===== src/rtl/ewrapper_io_tx_gearbox.sv =====
// ewrapper_io_tx_gearbox
//
// eLink transmit gearbox in the fast TX clock domain. The gearbox takes one
// CH*W-bit parallel word per valid/ready handshake into a one-word holding
// buffer. It then serialises each channel as even/odd bit pairs, one pair per
// clock, for the downstream ODDR stage. Channel c occupies tx_data[c*W +: W]
// and is sent MSB first. A word waiting in the holding buffer streams with no
// gap. When no successor word is ready, the output goes idle and an underrun
// is counted.
//
// Ports
//   CLK_IN        fast TX clock (ODDR clock)
//   IO_RESET_N    asynchronous active-low reset
//   elink_invert  invert all data bits; sampled when a word moves to the shifter
//   elink_disable synchronous flush / hold-off
//   tx_data       CH*W parallel word
//   tx_valid      tx_data valid
//   tx_ready      holding buffer can accept (depends on state and disable only)
//   dout_even     per-channel bit for ODDR D1 (registered)
//   dout_odd      per-channel bit for ODDR D2 (registered)
//   word_start    dout carries pair 0 of a word
//   tx_active     dout carries word data (not idle)
//   underrun      one-cycle pulse when a word ends with no successor
//   underrun_cnt  saturating underrun count

module ewrapper_io_tx_gearbox #(
    parameter int CH    = 9,
    parameter int W     = 8,
    parameter int CNT_W = 16
) (
    input  logic                CLK_IN,
    input  logic                IO_RESET_N,
    input  logic                elink_invert,
    input  logic                elink_disable,
    input  logic [CH*W-1:0]     tx_data,
    input  logic                tx_valid,
    output logic                tx_ready,
    output logic [CH-1:0]       dout_even,
    output logic [CH-1:0]       dout_odd,
    output logic                word_start,
    output logic                tx_active,
    output logic                underrun,
    output logic [CNT_W-1:0]    underrun_cnt
);

    localparam int NP    = W / 2;
    localparam int REM_W = (NP > 1) ? $clog2(NP) : 1;

    logic [CH*W-1:0]  hold_q, hold_d;
    logic             hold_full_q, hold_full_d;
    logic [CH*W-1:0]  shift_q, shift_d;
    logic [REM_W-1:0] rem_q, rem_d;
    logic [CH-1:0]    even_q, even_d;
    logic [CH-1:0]    odd_q, odd_d;
    logic             ws_q, ws_d;
    logic             act_q, act_d;
    logic             ur_q, ur_d;
    logic [CNT_W-1:0] cnt_q, cnt_d;

    logic             rem_zero;
    logic             accept;
    logic             xfer;
    logic [CH*W-1:0]  word_inv;
    logic [CH*W-1:0]  hold_sh;
    logic [CH*W-1:0]  shift_sh;
    logic [CH-1:0]    hold_e, hold_o;
    logic [CH-1:0]    shift_e, shift_o;

    assign rem_zero = (rem_q == '0);
    // Ready is a function of state and disable only, so no combinational
    // path exists from tx_valid back to tx_ready.
    assign tx_ready = ~elink_disable & (~hold_full_q | rem_zero);
    assign accept   = tx_valid & tx_ready;
    assign xfer     = hold_full_q & rem_zero & ~elink_disable;

    // Inversion is applied once as the word enters the shifter. A word that is
    // already in flight keeps the polarity it started with.
    assign word_inv = hold_q ^ {(CH*W){elink_invert}};

    for (genvar c = 0; c < CH; c++) begin : g_ch
        assign hold_e[c]             = word_inv[c*W + W - 1];
        assign hold_o[c]             = word_inv[c*W + W - 2];
        assign hold_sh[c*W +: W]     = word_inv[c*W +: W] << 2;
        assign shift_e[c]            = shift_q[c*W + W - 1];
        assign shift_o[c]            = shift_q[c*W + W - 2];
        assign shift_sh[c*W +: W]    = shift_q[c*W +: W] << 2;
    end

    always_comb begin
        hold_d      = hold_q;
        hold_full_d = hold_full_q;
        shift_d     = shift_q;
        rem_d       = rem_q;
        even_d      = even_q;
        odd_d       = odd_q;
        ws_d        = 1'b0;
        act_d       = act_q;
        ur_d        = 1'b0;
        cnt_d       = cnt_q;

        if (accept) begin
            hold_d = tx_data;
        end

        if (elink_disable) begin
            // Flush: the word in flight is dropped and no underrun is counted.
            hold_full_d = 1'b0;
            rem_d       = '0;
            even_d      = {CH{elink_invert}};
            odd_d       = {CH{elink_invert}};
            act_d       = 1'b0;
        end else begin
            // A new word may be accepted on the same edge that the old one moves out.
            if (accept) begin
                hold_full_d = 1'b1;
            end else if (xfer) begin
                hold_full_d = 1'b0;
            end

            if (xfer) begin
                even_d  = hold_e;
                odd_d   = hold_o;
                shift_d = hold_sh;
                rem_d   = REM_W'(NP - 1);
                ws_d    = 1'b1;
                act_d   = 1'b1;
            end else if (!rem_zero) begin
                even_d  = shift_e;
                odd_d   = shift_o;
                shift_d = shift_sh;
                rem_d   = rem_q - REM_W'(1);
            end else begin
                // Idle drives logical 0 on the line.
                even_d = {CH{elink_invert}};
                odd_d  = {CH{elink_invert}};
                act_d  = 1'b0;
                if (act_q) begin
                    ur_d = 1'b1;
                    if (cnt_q != '1) begin
                        cnt_d = cnt_q + CNT_W'(1);
                    end
                end
            end
        end
    end

    always_ff @(posedge CLK_IN or negedge IO_RESET_N) begin
        if (!IO_RESET_N) begin
            hold_q      <= '0;
            hold_full_q <= 1'b0;
            shift_q     <= '0;
            rem_q       <= '0;
            even_q      <= '0;
            odd_q       <= '0;
            ws_q        <= 1'b0;
            act_q       <= 1'b0;
            ur_q        <= 1'b0;
            cnt_q       <= '0;
        end else begin
            hold_q      <= hold_d;
            hold_full_q <= hold_full_d;
            shift_q     <= shift_d;
            rem_q       <= rem_d;
            even_q      <= even_d;
            odd_q       <= odd_d;
            ws_q        <= ws_d;
            act_q       <= act_d;
            ur_q        <= ur_d;
            cnt_q       <= cnt_d;
        end
    end

    assign dout_even    = even_q;
    assign dout_odd     = odd_q;
    assign word_start   = ws_q;
    assign tx_active    = act_q;
    assign underrun     = ur_q;
    assign underrun_cnt = cnt_q;

endmodule


===== config.mk =====
export PLATFORM = sky130hd
export DESIGN_NAME = ewrapper_io_tx_gearbox
export DESIGN_NICKNAME = d
export VERILOG_FILES = /design/src/rtl/ewrapper_io_tx_gearbox.sv
export SDC_FILE = /design/constraint.sdc
export NUM_CORES = 1
export LEC_CHECK = 0
export CAP_MARGIN = 20
export CORE_MARGIN = 8
export CORE_UTILIZATION = 58
export DETAILED_ROUTE_END_ITERATION = 8
export HOLD_SLACK_MARGIN = 0.03
export PLACE_DENSITY = 0.86
export SLEW_MARGIN = 20
export SYNTH_ARGS = -nofsm -noshare
export SYNTH_HDL_FRONTEND = slang
export SYNTH_SLANG_ARGS = --single-unit

===== constraint.sdc =====
create_clock -name CLK_IN -period 3.8 [get_ports CLK_IN]
set_input_delay 0.76 -clock CLK_IN [delete_from_list [all_inputs] [get_ports CLK_IN]]
set_output_delay 0.76 -clock CLK_IN [all_outputs]
set_load 0.02 [all_outputs]

==> flow_metrics.tcl <==
set metrics [dict create \
    dp_cells 895 \
    yosys.area.top_type "dfrtp_1" \
    grt_usage_pct 18.9 \
    gp_congestion 0.772 \
    setup_tns_ps 0 \
    cts_inserted_buffers 17 \
    grt_util_met1_pct 22.7 \
    synth_area_mm2 0.00740 \
    use_met3_pct 5.38 \
    detail_route.wl_per_cell_um 16.4 \
    drive_gt1_share_pct 6.10 \
    cts_tree "done" \
    swShare_pct 30.2 \
    startpoint_type "input port" \
    initial_core_util_pct 59.1 \
    yosysWarnings 0 \
    layout_setup_ws_ps 831 \
    htree_levels 4 \
    yosysUniqueCellTypes 35 \
    final_cells 926 \
    setup_viol 0 \
    cts_post_setup_buffers_inserted 0 \
    grt_pass1_wl_um 24900 \
    whs_ps 402 \
    clock-skew-final_ps 8.05 \
    hp-class "input port to async pin" \
    synth_cells 650 \
    design.die.area_mm2 0.0166 \
    worstMarginPinSlew_ps 895 \
    clock_power_share_pct 26.4 \
    place_ws_ps 845 \
    coreArea_mm2 0.0125 \
    io_buffers 114 \
    ir_drop_mv 0.338 \
    grt_max_degree 99 \
    combPwrFrac_pct 26.6 \
    final_antenna_net_count 0 \
    avgSynthCellArea_um2 11.4 \
    ys_async_sr_fraction_pct 100 \
    holdBufCountCts 0 \
    final.min_clock_period_ps 2970 \
    met2_usage_pct 31.5 \
    timing.fmax_ghz 0.337 \
    pwr-share-seq_pct 47.0 \
    slew_viol_final 0 \
    outcome "finished clean" \
    clock_path_buffers 2 \
    busiest_layer "met2" \
    mostFrequentLayoutCells "166 x dfrtp_1, 114 x nand2_1, 112 x clkdlybuf4s50_1" \
    layout_commonest_cell "dfrtp_1" \
    synth_seq_cells 166 \
    rows 41 \
    dr.pass1.iters 5 \
    finalHoldViolCount 0 \
    drtIter0Drc 507 \
    die_y_um 129 \
    drt_wl_total_um 15100 \
    grt_overflow 0 \
    cts-resized-gates 0 \
    antenna_cells 0 \
    drc 0 \
    crit_path_max_fanout 10 \
    vias 5042 \
    synth-seq-area-share_pct 56.1 \
    synth_edf_count 0 \
    synth.area.top_cells "dfrtp_1 56%, mux2_1 11%, o21ai_0 6.3%, nand2_1 5.8%, xnor2_1 4.5%" \
    grt_pass1_vias 5140 \
    die_x_um 129 \
    pin_count 115 \
    fillers 871 \
    finalCritPeriodShare_pct 78.1 \
    p_switching_mw 1.74 \
    critPathRequiredTime_ps 3040 \
    p_int_mw 4.02 \
    cts.sinks 166 \
    via_per_inst 5.44 \
    postLayoutCoreUtil_pct 72.8 \
    hpwl_um 10300 \
    cts_root_buf "clkbuf_16" \
    endpoint_kind "output port" \
    crit_type "input port to output port" \
    clk_pin_slew_worst_paths_ps 60 \
    synth_ff_type "dfrtp_1" \
    grt_antenna_before_repair 0 \
    cp.arrival_ps 2210 \
    area_growth_syn_to_layout_pct 23.1 \
    syn_nets 729 \
    max-cap-violations 0 \
    rsz0062_at_grt "false" \
    synth_top_area_share_pct 56.1 \
    leakage_nw 3.85 \
    p_per_area_mw_per_mm2 632 \
    finalNetCount 821 \
    relSlewSlack_pct 40.4 \
    clk_latency_ps 420 \
]
[path summary, 6_finish.rpt]
kind	from	end	slack [ps]	depth (start not counted)
min reg2reg	shift_q[12]	shift_q[12]	470	2
max in group asynchronous	IO_RESET_N	hold_q[8]	2480	2
max	elink_disable	tx_ready	830	3
min	IO_RESET_N	underrun_cnt[7]	400	1
min in group CLK_IN	shift_q[12]	shift_q[12]	470	2
max reg2reg	hold_full_q	hold_q[57]	1400	5
[layer usage]
layer	share of wire, %	vias to the layer above	routed length [um]
met5	0	-	0
met2	51	147	7700
met3	6.0	21	912
met1	42	2453	6290
li1	-	2421	-
met4	1.6	0	248
[synth_stat cells, drive strengths merged, types with 6 or more instances]
cell    instances
nand4           7
clkbuf         20
nor3            6
a22o           18
mux2           74
dfrtp         166
o21ai          93
nand2         114
xnor2          38
buf            28
a221o          18
xor2           30
nor2           14
[cells by family (layout without fill, tap and decap cells)]
kind of cell               Yosys count  after routing  share of synthesized area, %
xor gates and xnor gates            68             68                          8.05
buffers and inverters               52            156                          3.75
adders and majority gates            2              2                         0.338
muxes                               74             74                          11.3
DFF                                166            166                          56.1
AOI/OAI and AO/OA                  131            131                          11.3
and+or+nand+nor                    157            157                          9.18
[power by group through the flow]
stage                     sequential, mW  clock [mW]  combinational, mW
after floorplan                     2.73           0              0.937
after global routing                2.78        1.62               1.71
after CTS                           2.71        1.55               1.56
final                               2.71        1.52               1.53
after global placement              2.71           0               1.46
after detailed placement            2.74           0               1.53
[critical path, stage by stage]
cell             delay, ps
clkdlybuf4s50_1        590
nor2_1                 230
clkdlybuf4s50_1        630
[registers in the layout, summed over array words and instances (netlist names)]
name / count
rem_q: 2
underrun: 1
tx_active: 1
underrun_cnt: 16
dout_even: 9
hold_q: 72
shift_q: 54
word_start: 1
hold_full_q: 1
dout_odd: 9
[layout make-up]
type | count | area [um^2] | area share [%]
Clock buffer | 28 | 507 | 5.56
Clock inverter | 3 | 17.5 | 0.192
Inverter | 4 | 15.0 | 0.165
Multi-Input combinational cell | 432 | 2980 | 32.6
Sequential cell | 166 | 4150 | 45.6
Tap cell | 172 | 215 | 2.36
Timing Repair Buffer | 121 | 1230 | 13.5
[through the flow]
step | total power [mW] | instance area [um^2]
after CTS | 5.82 | 9110
after global routing | 6.11 | 9110
final | 5.76 | 9110
after global placement | 4.17 | 8590
after detailed placement | 4.27 | 8590
after floorplan | 3.67 | 7400
No activity file was read; power rests on OpenSTA's default activity.
